[src/rtl/core_pkg.sv]
// Shared core definitions: datapath width, reset PC, fetch step, NOP encoding
// and the IF/ID pipeline record consumed by decode.
package core_pkg;

    localparam int unsigned XLEN             = 32;
    localparam logic [31:0] RESET_PC_DEFAULT = 32'h0000_0000;
    localparam logic [31:0] PC_STEP          = 32'd4;
    localparam logic [31:0] NOP_INSTR        = 32'h0000_0013;

    typedef struct packed {
        logic            valid;
        logic [XLEN-1:0] pc;
        logic [31:0]     instr;
    } if_id_t;

    typedef enum logic [1:0] {
        IFID_HOLD,
        IFID_LOAD,
        IFID_FLUSH
    } ifid_op_e;

endpackage

[src/rtl/if_id_reg.sv]
// IF/ID pipeline register with load / hold / flush control; flush keeps the
// stored PC and replaces the instruction with a NOP.
module if_id_reg
    import core_pkg::*;
(
    input  logic            clk,
    input  logic            rst,
    input  ifid_op_e        op_i,
    input  logic [XLEN-1:0] pc_i,
    input  logic [31:0]     instr_i,
    output if_id_t          ifid_o
);

    if_id_t ifid_q, ifid_d;

    always_comb begin
        ifid_d = ifid_q;
        case (op_i)
            IFID_LOAD: begin
                ifid_d.valid = 1'b1;
                ifid_d.pc    = pc_i;
                ifid_d.instr = instr_i;
            end
            IFID_FLUSH: begin
                ifid_d.valid = 1'b0;
                ifid_d.instr = NOP_INSTR;
            end
            default: ifid_d = ifid_q;
        endcase
    end

    always_ff @(posedge clk) begin
        if (rst) begin
            ifid_q.valid <= 1'b0;
            ifid_q.pc    <= '0;
            ifid_q.instr <= NOP_INSTR;
        end else begin
            ifid_q <= ifid_d;
        end
    end

    assign ifid_o = ifid_q;

endmodule

[src/rtl/if_stage.sv]
// RV32 instruction-fetch stage: PC register, ROM address and IF/ID handoff.
// Optional macro IF_FETCH_CNT_EN adds the fetch_cnt_o advance counter.
module if_stage #(
    parameter logic [31:0] RESET_PC = core_pkg::RESET_PC_DEFAULT,
    parameter int unsigned XLEN     = 32
) (
    input  logic            clk,
    input  logic            rst,
    output logic [XLEN-1:0] imem_addr,
    input  logic [31:0]     imem_rdata,
    input  logic            id_ready_i,
    input  logic            redirect_valid_i,
    input  logic [XLEN-1:0] redirect_pc_i,
    output logic            id_valid_o,
    output logic [XLEN-1:0] id_pc_o,
    output logic [31:0]     id_instr_o
`ifdef IF_FETCH_CNT_EN
    ,
    output logic [31:0]     fetch_cnt_o
`endif
);

    import core_pkg::*;

    logic [XLEN-1:0] pc_q, pc_d;
    logic            advance;
    ifid_op_e        ifid_op;
    if_id_t          ifid;

    // A redirect wins over stall; the IF/ID contents are treated as consumed.
    assign advance = !redirect_valid_i && (id_ready_i || !ifid.valid);

    always_comb begin
        pc_d    = pc_q;
        ifid_op = IFID_HOLD;
        if (redirect_valid_i) begin
            pc_d    = {redirect_pc_i[XLEN-1:2], 2'b00};
            ifid_op = IFID_FLUSH;
        end else if (advance) begin
            pc_d    = pc_q + XLEN'(PC_STEP);
            ifid_op = IFID_LOAD;
        end
    end

    always_ff @(posedge clk) begin
        if (rst) begin
            pc_q <= XLEN'(RESET_PC);
        end else begin
            pc_q <= pc_d;
        end
    end

    if_id_reg u_if_id_reg (
        .clk     (clk),
        .rst     (rst),
        .op_i    (ifid_op),
        .pc_i    (pc_q),
        .instr_i (imem_rdata),
        .ifid_o  (ifid)
    );

    assign imem_addr  = pc_q;
    assign id_valid_o = ifid.valid;
    assign id_pc_o    = ifid.pc;
    assign id_instr_o = ifid.instr;

`ifdef IF_FETCH_CNT_EN
    logic [31:0] fetch_cnt_q, fetch_cnt_d;

    always_comb begin
        fetch_cnt_d = fetch_cnt_q;
        if (advance) begin
            fetch_cnt_d = fetch_cnt_q + 32'd1;
        end
    end

    always_ff @(posedge clk) begin
        if (rst) begin
            fetch_cnt_q <= '0;
        end else begin
            fetch_cnt_q <= fetch_cnt_d;
        end
    end

    assign fetch_cnt_o = fetch_cnt_q;
`endif

endmodule

[config.mk]
export PLATFORM = sky130hd
export DESIGN_NAME = if_stage
export DESIGN_NICKNAME = d
export VERILOG_FILES = /design/src/rtl/core_pkg.sv /design/src/rtl/if_id_reg.sv /design/src/rtl/if_stage.sv
export SDC_FILE = /design/constraint.sdc
export NUM_CORES = 1
export LEC_CHECK = 0
export CORE_ASPECT_RATIO = 0.5
export CORE_MARGIN = 8
export CORE_UTILIZATION = 40
export DETAILED_ROUTE_END_ITERATION = 16
export PLACE_DENSITY = 0.79
export RECOVER_POWER = 100
export SYNTH_ARGS = -nofsm -noshare
export SYNTH_HDL_FRONTEND = slang
export SYNTH_HIERARCHICAL = 1
export SYNTH_SLANG_ARGS = --single-unit
[constraint.sdc]
create_clock -name clk -period 2.59 [get_ports clk]
set_input_delay 0.259 -clock clk [delete_from_list [all_inputs] [get_ports clk]]
set_output_delay 0.259 -clock clk [all_outputs]
set_load 0.01 [all_outputs]
==> results of run 1 <==
-- worst max path at each step --
stage | start | end | slack [ns] | cells after the start
global route | imem_addr[2] | imem_addr[22] | 0.10 | 5
CTS | imem_addr[2] | imem_addr[22] | 0.30 | 5
floorplan | redirect_valid_i | u_if_id_reg/ifid_o[14] | 0.34 | 11
detailed placement | id_ready_i | u_if_id_reg/ifid_o[29] | 0.30 | 8
global placement | id_ready_i | u_if_id_reg/ifid_o[29] | 0.33 | 8
finish | imem_addr[7] | imem_addr[22] | 0.18 | 4
-- logic make-up (layout without fill, tap and decap cells) --
| kind of cell | Yosys count | after routing | synth area share [%] |
|---|---|---|---|
| AO/OA/AOI/OAI | 87 | 87 | 16.5 |
| XOR/XNOR | 8 | 8 | 1.58 |
| adder cells (fa/ha/maj) | 4 | 4 | 1.13 |
| buffers and inverters | 47 | 203 | 5.38 |
| flip-flops | 95 | 95 | 42.8 |
| multiplexers | 32 | 32 | 7.21 |
| other | 1 | 4 | 0.0844 |
| AND/OR/NAND/NOR | 218 | 218 | 25.3 |
-- state kept, by name, indices dropped and copies added, names as in the netlist --
signal              cells
imem_addr              30
u_if_id_reg/ifid_o     65
-- cells in the mapped netlist, types with 7 or more instances --
cell      number  area, um^2
nand4_1       11        68.8
nand2_1       47         176
o22ai_1        8        50.1
or4_1          9        67.6
and3_1         7        43.8
mux2i_1       32         320
dfxtp_1       95        1900
o21ai_0        7        35.0
nand2b_1      31         194
inv_1          8        30.0
buf_2         11        55.1
o22ai_2       20         250
nor2_1        61         229
a211oi_1       8        60.1
nor4_1         9        56.3
clkbuf_1      18        67.6
or3_1          7        43.8
nand3_1       10        50.1
a21oi_1       10        50.1
a311oi_1      13         114
-- worst register-to-register path, delay by kind of cell, from the launching register on --
kind / cells / cell delay (ns)
AO/OA/AOI/OAI: 1 / 0.26
flip-flops: 1 / 0.48
AND/OR/NAND/NOR: 3 / 1.58
-- per-layer routing --
layer  vias to the layer above  GRT usage, %  part of all wire [%]
li1                       2076             -                     -
met3                        18          6.73                   9.5
met5                         -             0                     0
met2                       155          29.8                    47
met1                      1953          20.4                    42
met4                         0          5.07                   1.4
-- final cells by class --
| class | instances | area, um^2 | area share (%) |
|---|---|---|---|
| Clock buffer | 11 | 243 | 3.78 |
| Multi-Input combinational cell | 353 | 2260 | 35.3 |
| Timing Repair Buffer | 178 | 1730 | 27.0 |
| Sequential cell | 95 | 1900 | 29.7 |
| Inverter | 9 | 33.8 | 0.527 |
| Clock inverter | 5 | 56.3 | 0.878 |
| Tap cell | 145 | 181 | 2.83 |
-- per-stage QoR --
step	setup slack [ns]	util, %	area, um^2
final	0.178	58.8	6410
after global placement	0.332	56.8	6190
after floorplan	0.337	-	4460
after detailed placement	0.300	56.8	6190
after CTS	0.300	59.5	6490
after global routing	0.101	58.8	6410
-- cell usage in the layout (no fill, tap or decap), types with 12 or more instances in the layout --
master,instances
nand2b_1,31
o22ai_2,15
o22ai_1,13
a311oi_1,13
clkdlybuf4s50_1,63
nand2_1,47
dlygate4sd3_1,96
mux2i_1,32
buf_4,13
nor2_1,61
dfxtp_1,95
nand4_1,12
-- power by group through the flow --
stage	Sequential (mW)	Clock, mW	Combinational, mW
finish	1.63	1.34	0.648
global route	1.65	1.43	0.703
CTS	1.64	1.37	0.698
detailed placement	1.67	0	0.694
global placement	1.66	0	0.686
floorplan	1.70	0	0.298
==> flow_summary.toml, run 1 <==
[yosys]
yosysWarnings = 6
synth-main-ff-cell = "dfxtp_1"
synth.cell_area_um2 = 4450
syn_inst = 492
synth-async-reset-ratio_pct = 0
ys_seq_area_share_pct = 42.8
synth_cell_types = 51
synth_area_per_cell_um2 = 9.04
synth_edf_count = 0
yosys_register_bits = 95

[clocking]
clockRootBuffer = "clkbuf_16"
clockBufferDepth = 2
cts_resized = 0
tritoncts = "done"
cts_made_buffers = 9
cts.sinks = 95
postCtsSetupBuffers = 0
clk_latency_ns = 0.34
postCtsHoldBufs = 0
path_clk_slew_ns = 0.07
cts_htree_levels = 3

[place]
placedCellCount = 780
dp_hpwl_mm = 9.51
gp_congestion = 0.812
portBuffers = 160

[critical_path]
crit_arrival_ns = 2.66
worst_path_max_delay_cell = "or4_1"
worstPathCellList = "nand4_1 -> or4_1 -> or4_1 -> a311oi_1"
regToRegStartpoint = "imem_addr[7]"
rrSetupSlack_ns = 0.18
critPathBufInv = 0
critPathMostFrequentCell = "or4_1"
ff2ff_path_depth = 4
start_kind = "flop"
r2r_end = "imem_addr[22]"
critical-path-top-delay-family = "simple AND/OR/NAND/NOR gates"
critical_path_class = "flop to flop"
critPathMaxStageDelay_ns = 0.73
endpoint_kind = "flop"
crit_required_ns = 2.83
crit_fanout = 8

[run]
cap_violations = 0

[timing]
fin_crit_sh_pct = 93.1
finalSetupViolations = 0
fin_crit_ns = 2.41
hold_viol_final = 0
max_freq_mhz = 415
tns_ns = 0
final_max_slew_viol_count = 0
clock_skew_ns = 0.00516
worst_pin_slew_ns = 1.10
slew-limit-headroom_pct = 26.6
holdWs_ns = 0.412
grt_setup_unrepaired = "no"

[global_routing]
grt_pass1_vias = 4267
antenna_found_initial = 0
grt-ovfl-total = 0
grt_first_pass_wirelength_mm = 21.7
grt_usage_pct = 17.7
grt_start_max_net_pins = 67

[routing]
wirelength_mm = 13.3
drt-pass1-iter-count = 5
drc = 0
ant_nets = 0
wl_per_cell_um = 16.7
vias = 4202
drt_iter0_drc = 341
vias_per_cell = 5.28

[floorplan]
fp-row-count = 27
die_height_um = 90.5
coreArea_um2 = 10900
ios = 165
die_x_um = 165
initial_core_util_pct = 40.7
dieArea_um2 = 14900

[power_and_ir_drop]
leakagePower_nw = 2.50
p_comb_share_pct = 17.9
p_sw_share_pct = 26.3
pwr-share-clk_pct = 37.0
pwr-share-seq_pct = 45.1
power.density_nw_per_um2 = 564
max-vdd-ir-drop_v = 0.000352
p_int_mw = 2.67
p_sw_uw = 951
power_mw = 3.62

[finish]
syn2layout_area_growth_pct = 44.3
final_nets = 718
drive_gt1_share_pct = 7.53
stdcell_count = 796
fillers = 963
n_antenna_cell = 0

[hold_path]
hold_start = "rst"
hold_path_end = "u_if_id_reg/ifid_o[63]"
min_path_type = "input pin to flop"
hold_path_depth = 2

[run_status]
run_status = "completed"
Power figures use the tool's default switching activity.
==> run 2: changes to the inputs <==
--- a/config.mk
+++ b/config.mk
@@ -5,11 +5,13 @@
 export SDC_FILE = /design/constraint.sdc
 export NUM_CORES = 1
 export LEC_CHECK = 0
+export ABC_AREA = 1
 export CORE_ASPECT_RATIO = 0.5
 export CORE_MARGIN = 8
 export CORE_UTILIZATION = 40
+export CTS_CLUSTER_DIAMETER = 40
 export DETAILED_ROUTE_END_ITERATION = 16
-export PLACE_DENSITY = 0.79
+export PLACE_DENSITY = 0.8
 export RECOVER_POWER = 100
 export SYNTH_ARGS = -nofsm -noshare
 export SYNTH_HDL_FRONTEND = slang
==> run 2 against run 1 <==
Against the previous run: sequential cell count is the same; critical path depth increased by 4; synthesized area fell by 1.9%; highest routed layer unchanged; critical path type is now input pin to flop; sequential power about the same; via count increased by 9.9%; count of clock-buffer cells in the layout is 2 lower; register-to-register slack better by 0.51 ns; global-route usage is 1.7 points higher; core utilization increased by 0.088 points; hold slack better by 0.040 ns; setup slack improved by 0.32 ns; final area decreased by 0.78%.
==> flow_summary.toml, run 2 <==
[critical_path]
rrSetupSlack_ns = 0.69
crit_required_ns = 2.87
endpoint_kind = "flop"
crit_fanout = 29
worstSetupStartpoint = "redirect_valid_i"
critical_path_class = "input pin to flop"
critical-path-top-delay-family = "buffers and inverters"
regToRegStartpoint = "u_if_id_reg/ifid_o[64]"
start_kind = "input pin"
critPathMaxStageDelay_ns = 0.63
crit_arrival_ns = 2.37
worstPathCellList = "dlygate4sd3_1 -> a21oi_2 -> inv_1 -> ha_1 -> nor2_4 -> clkbuf_2 -> nand2_1 -> a21oi_1"
r2r_end = "u_if_id_reg/ifid_o[17]"
ff2ff_path_depth = 7
worst_path_max_delay_cell = "dlygate4sd3_1"
critPathBufInv = 3

[place]
portBuffers = 160
dp_hpwl_mm = 10.6
pre_cts_slack_ns = 0.371
gp_congestion = 0.885
dpl-instance-area_um2 = 6070

[hold_path]
hold_start = "u_if_id_reg/ifid_o[31]"
hold_path_depth = 2
min_path_type = "flop to flop"
hold_path_end = "u_if_id_reg/ifid_o[31]"

[yosys]
synth_top_area_share_pct = 43.6
synth-async-reset-ratio_pct = 0
synth_area_per_cell_um2 = 6.98
synth_area_leaders = "dfxtp_1 44%, nand2_1 16%, nor2_1 9.1%"
yosysWarnings = 6
synth_compound_area_share_pct = 15.5
syn_inst = 625
synth_edf_count = 0
synth_adder_area_share_pct = 1.15
synth-simple-area-share_pct = 30.6
synth_cell_types = 25
yosys_register_bits = 95
synth_top_area_cell = "dfxtp_1"
synth.cell_area_um2 = 4360
synthXorXnorAreaFrac_pct = 2.81
synth_top_family_by_area = "simple AND/OR/NAND/NOR gates"
ys_seq_area_share_pct = 43.6
synth-main-ff-cell = "dfxtp_1"
synth.mux.area_fraction_pct = 0
synth.most_common_cell = "nand2_1"
synthTopCellsByCount = "184 x nand2_1, 106 x nor2_1, 95 x dfxtp_1, 53 x a21oi_1, 37 x o21ai_0"

[finish]
n_antenna_cell = 0
syn2layout_area_growth_pct = 45.9
largest_reg_flops = 65
finish.instance_area_um2 = 6360
final_nets = 848
fillers = 983
final_common_cell = "nand2_1"
layout_common_cells = "186 x nand2_1, 111 x nor2_1, 96 x dlygate4sd3_1, 95 x dfxtp_1, 63 x clkdlybuf4s50_1"
post-route-util_pct = 58.9
drive_gt1_share_pct = 4.48

[clocking]
path_clk_slew_ns = 0.07
cts_resized = 0
cts.sinks = 95
tritoncts = "done"
clk_latency_ns = 0.35
postCtsHoldBufs = 0
cts_htree_levels = 3
clockBufferDepth = 2
cts_made_buffers = 9
clockRootBuffer = "clkbuf_16"
postCtsSetupBuffers = 0

[floorplan]
die_height_um = 89.8
dieArea_um2 = 14700
coreArea_um2 = 10800
initial_core_util_pct = 40.3
die_x_um = 164
ios = 165
fp-row-count = 27

[global_routing]
grt_first_pass_wirelength_mm = 23.3
grt_pass1_vias = 4611
grt-ovfl-total = 0
antenna_found_initial = 0
grt_start_max_net_pins = 61
grt_usage_pct = 19.4

[power_and_ir_drop]
pwr-share-clk_pct = 40.0
p_sw_share_pct = 26.0
pwr-share-seq_pct = 43.5
p_comb_share_pct = 16.5
power.density_nw_per_um2 = 600
max-vdd-ir-drop_v = 0.000376
leakagePower_nw = 2.70
power_mw = 3.82
p_sw_uw = 993
p_int_mw = 2.83

[timing]
clock_skew_ns = 0.0104
fin_crit_sh_pct = 80.7
slew-limit-headroom_pct = 43.8
worst_pin_slew_ns = 0.842
finalSetupViolations = 0
tns_ns = 0
max_freq_mhz = 479
hold_viol_final = 0
grt_setup_unrepaired = "no"
final_max_slew_viol_count = 0
setup_ws_ns = 0.501
fin_crit_ns = 2.09

[routing]
vias = 4618
vias_per_cell = 4.99
drt_iter0_drc = 327
ant_nets = 0
drt-pass1-iter-count = 5
wl_per_cell_um = 15.3
wirelength_mm = 14.1
drc = 0

[run]
cap_violations = 0

[run_status]
run_status = "completed"
run 2: area by class of cell:
cell class | count | area, um^2 | share of cell area [%]
Tap cell | 145 | 181 | 2.85
Timing Repair Buffer | 171 | 1670 | 26.2
Multi-Input combinational cell | 471 | 2160 | 34.0
Inverter | 28 | 105 | 1.65
Clock inverter | 7 | 118 | 1.85
Clock buffer | 9 | 225 | 3.54
Sequential cell | 95 | 1900 | 29.9
run 2: kinds of logic (layout without fill, tap and decap cells):
logic type,Yosys count,in the layout
AO/OA/AOI/OAI,121,121
XOR/XNOR,14,14
adder cells (fa/ha/maj),4,4
buffers and inverters,62,215
flip-flops,95,95
other,1,4
AND/OR/NAND/NOR,328,328
run 2: worst register-to-register path, stage by stage (launching register included):
cell and delay (ns):
dfxtp_1 0.35, a21oi_2 0.20, inv_1 0.09, ha_1 0.34
nor2_4 0.11, clkbuf_2 0.47, nand2_1 0.14, a21oi_1 0.15
run 2: power groups by stage:
| stage | clock, mW | combinational, mW | sequential (mW) |
|---|---|---|---|
| 2_1_floorplan | 0 | 0.263 | 1.72 |
| 3_3_place_gp | 0 | 0.664 | 1.69 |
| 3_5_place_dp | 0 | 0.673 | 1.70 |
| 4_1_cts | 1.56 | 0.678 | 1.66 |
| 5_1_grt | 1.62 | 0.692 | 1.68 |
| 6_report | 1.53 | 0.631 | 1.66 |
run 2: worst max-delay path by stage:
stage,to,slack [ns],cells after the start
after CTS,u_if_id_reg/ifid_o[4],0.72,8
final,u_if_id_reg/ifid_o[17],0.50,8
after detailed placement,u_if_id_reg/ifid_o[4],0.37,8
after floorplan,u_if_id_reg/ifid_o[22],0.76,11
after global routing,u_if_id_reg/ifid_o[3],0.31,8
after global placement,u_if_id_reg/ifid_o[1],0.42,8
run 2: layer usage:
layer	routed length [um]	vias up	share of wire, %	track usage [%]
met1	5530	2092	39	22.2
met3	1290	33	9.1	6.14
met5	0	-	0	0
met4	457	0	3.2	8.12
met2	6850	187	48	32.8
li1	-	2306	-	-
run 2: per-stage QoR:
step | hold WS, ns | instances
2_1_floorplan | 0.394 | 628
3_3_place_gp | 0.441 | 910
3_5_place_dp | 0.446 | 910
4_1_cts | 0.452 | 926
5_1_grt | 0.461 | 926
6_report | 0.452 | 926
==> run 3: changes to the inputs <==
--- a/config.mk
+++ b/config.mk
@@ -11,7 +11,7 @@
 export CORE_UTILIZATION = 40
 export CTS_CLUSTER_DIAMETER = 40
 export DETAILED_ROUTE_END_ITERATION = 16
-export PLACE_DENSITY = 0.8
+export PLACE_DENSITY = 0.83
 export RECOVER_POWER = 100
 export SYNTH_ARGS = -nofsm -noshare
 export SYNTH_HDL_FRONTEND = slang
==> constraint.sdc (replaced) <==
create_clock -name clk -period 1.9 [get_ports clk]
set_input_delay 0.19 -clock clk [delete_from_list [all_inputs] [get_ports clk]]
set_output_delay 0.19 -clock clk [all_outputs]
set_load 0.01 [all_outputs]
==> run 3 against run 2 <==
Against the previous run: sequential share of layout area decreased by 0.94 points; combinational power increased by 48%; hold slack lost 0.075 ns; setup slack got worse by 0.35 ns; total power is 42% higher; non-clock buffer count grew 12; register-to-register slack worse by 0.53 ns; core utilization rose by 1.9 points; critical path depth shrank 7; count of clock-buffer cells in the layout is the same; via count increased by 1.9%.
==> flow_summary.toml, run 3 (same netlist as run 2, synthesis figures left out) <==
[run_status]
run_status = "completed"

[routing]
dr_wl_met2_mm = 7.28
drt-pass1-iter-count = 4
ant_nets = 0
routedLengthMet1_mm = 6.19
wl_met3_um = 944
vias = 4707
wl_per_cell_um = 15.6
wirelength_mm = 14.7
drt_iter0_drc = 314
maxUsedRoutingLayer = "met4"
vias_per_cell = 5.02
drc = 0

[timing]
hold_viol_final = 0
holdWs_ns = 0.377
final_max_slew_viol_count = 0
finalSetupViolations = 0
fin_crit_sh_pct = 92.3
setup_ws_ns = 0.147
max_freq_mhz = 570
fin_crit_ns = 1.75
grt_setup_unrepaired = "no"
worst_pin_slew_ns = 0.585
clock_skew_ns = 0.00315
slew-limit-headroom_pct = 61.0

[critical_path]
critical_path_class = "flop to output port"
crit_required_ns = 1.71
worst_path_max_delay_cell = "dlygate4sd3_1"
rrSetupSlack_ns = 0.16
ff2ff_path_depth = 8
worstSetupStartpoint = "imem_addr[9]"
start_kind = "flop"
critPathBufInv = 1
crit_arrival_ns = 1.56
cp-endpoint = "imem_addr[9]"
critical-path-top-delay-family = "buffers and inverters"
crit_fanout = 6
regToRegStartpoint = "imem_addr[3]"
worst-path-stages = 1
critPathMaxStageDelay_ns = 0.68
endpoint_kind = "output port"
worstPathCellList = "dlygate4sd3_1"
r2r_end = "imem_addr[14]"

[clocking]
tritoncts = "done"
cts_htree_levels = 3
path_clk_slew_ns = 0.07
clk_latency_ns = 0.34
clockBufferDepth = 2
postCtsSetupBuffers = 0
clockRootBuffer = "clkbuf_16"
cts.sinks = 95
cts_made_buffers = 9
cts_resized = 0
postCtsHoldBufs = 0

[run]
cap_violations = 0

[floorplan]
coreArea_um2 = 10800
die_height_um = 89.8
fp-row-count = 27
dieArea_um2 = 14700
ios = 165
initial_core_util_pct = 40.3
die_x_um = 164

[global_routing]
antenna_found_initial = 0
grt_pass1_vias = 4708
grt-ovfl-total = 0
grt_first_pass_wirelength_mm = 24.0
grt_usage_pct = 20.0
grt_start_max_net_pins = 37

[finish]
n_antenna_cell = 0
largest_reg_flops = 65
stdcell_count = 938
drive_gt1_share_pct = 6.56
syn2layout_area_growth_pct = 50.7
layout_common_cells = "184 x nand2_1, 107 x nor2_1, 95 x dfxtp_1, 95 x dlygate4sd3_1, 64 x clkdlybuf4s50_1"
final_nets = 860
final_common_cell = "nand2_1"

[place]
dp_hpwl_mm = 10.9
pre_cts_slack_ns = -0.0700
placedCellCount = 922
portBuffers = 160
gp_congestion = 0.898

[hold_path]
min_path_type = "input pin to flop"

[power_and_ir_drop]
leakagePower_nw = 2.80
power.density_nw_per_um2 = 823
max-vdd-ir-drop_v = 0.000566
==> run 3: changes by cell type in the layout (fill, tap and decap cells not counted), sizes merged <==
| cell | change |
|---|---|
| buf | +13 |
| clkinv | -2 |
| clkinvlp | +2 |
| bufinv | +1 |
| clkbuf | -1 |
| clkdlybuf4s50 | +1 |
| dlygate4sd3 | -1 |
| inv | -1 |
==> run 3: layout make-up <==
class | count | area (um^2)
well taps | 145 | 181
fillers | 951 | 4240
inverters | 28 | 105
repair buffers | 183 | 1830
multi-input cells | 471 | 2190
flip-flops and latches | 95 | 1900
clock inverters | 7 | 144
clock buffers | 9 | 225
==> run 3: how the worst min path moves through the flow <==
| stage | start | to | depth (start not counted) |
|---|---|---|---|
| global route | rst | u_if_id_reg/ifid_o[24] | 3 |
| finish | rst | u_if_id_reg/ifid_o[30] | 3 |
| global placement | u_if_id_reg/ifid_o[31] | u_if_id_reg/ifid_o[31] | 2 |
| floorplan | imem_rdata[0] | u_if_id_reg/ifid_o[0] | 2 |
| CTS | rst | u_if_id_reg/ifid_o[24] | 3 |
| detailed placement | u_if_id_reg/ifid_o[27] | u_if_id_reg/ifid_o[27] | 2 |
==> run 3: layer usage <==
layer | vias to the layer above | global-route usage [%]
met1 | 2190 | 23.8
met5 | - | 0
met4 | 0 | 6.09
li1 | 2336 | -
met3 | 22 | 5.37
met2 | 159 | 34.4
==> run 3: where the power goes <==
part           internal [mW]  switching, mW
logic                  0.472          0.461
clock network           1.42          0.801
registers               2.13          0.119
==> run 3: stage by stage <==
| stage | util, % | cell area (um^2) | power (mW) | TNS, ns |
|---|---|---|---|---|
| final | 60.8 | 6570 | 5.41 | 0 |
| after global placement | 57.6 | 6220 | 3.26 | 0 |
| after CTS | 61.0 | 6590 | 5.50 | 0 |
| after global routing | 60.8 | 6570 | 5.62 | 0 |
| after detailed placement | 57.6 | 6220 | 3.28 | -0.265 |
| after floorplan | - | 4370 | 2.70 | 0 |
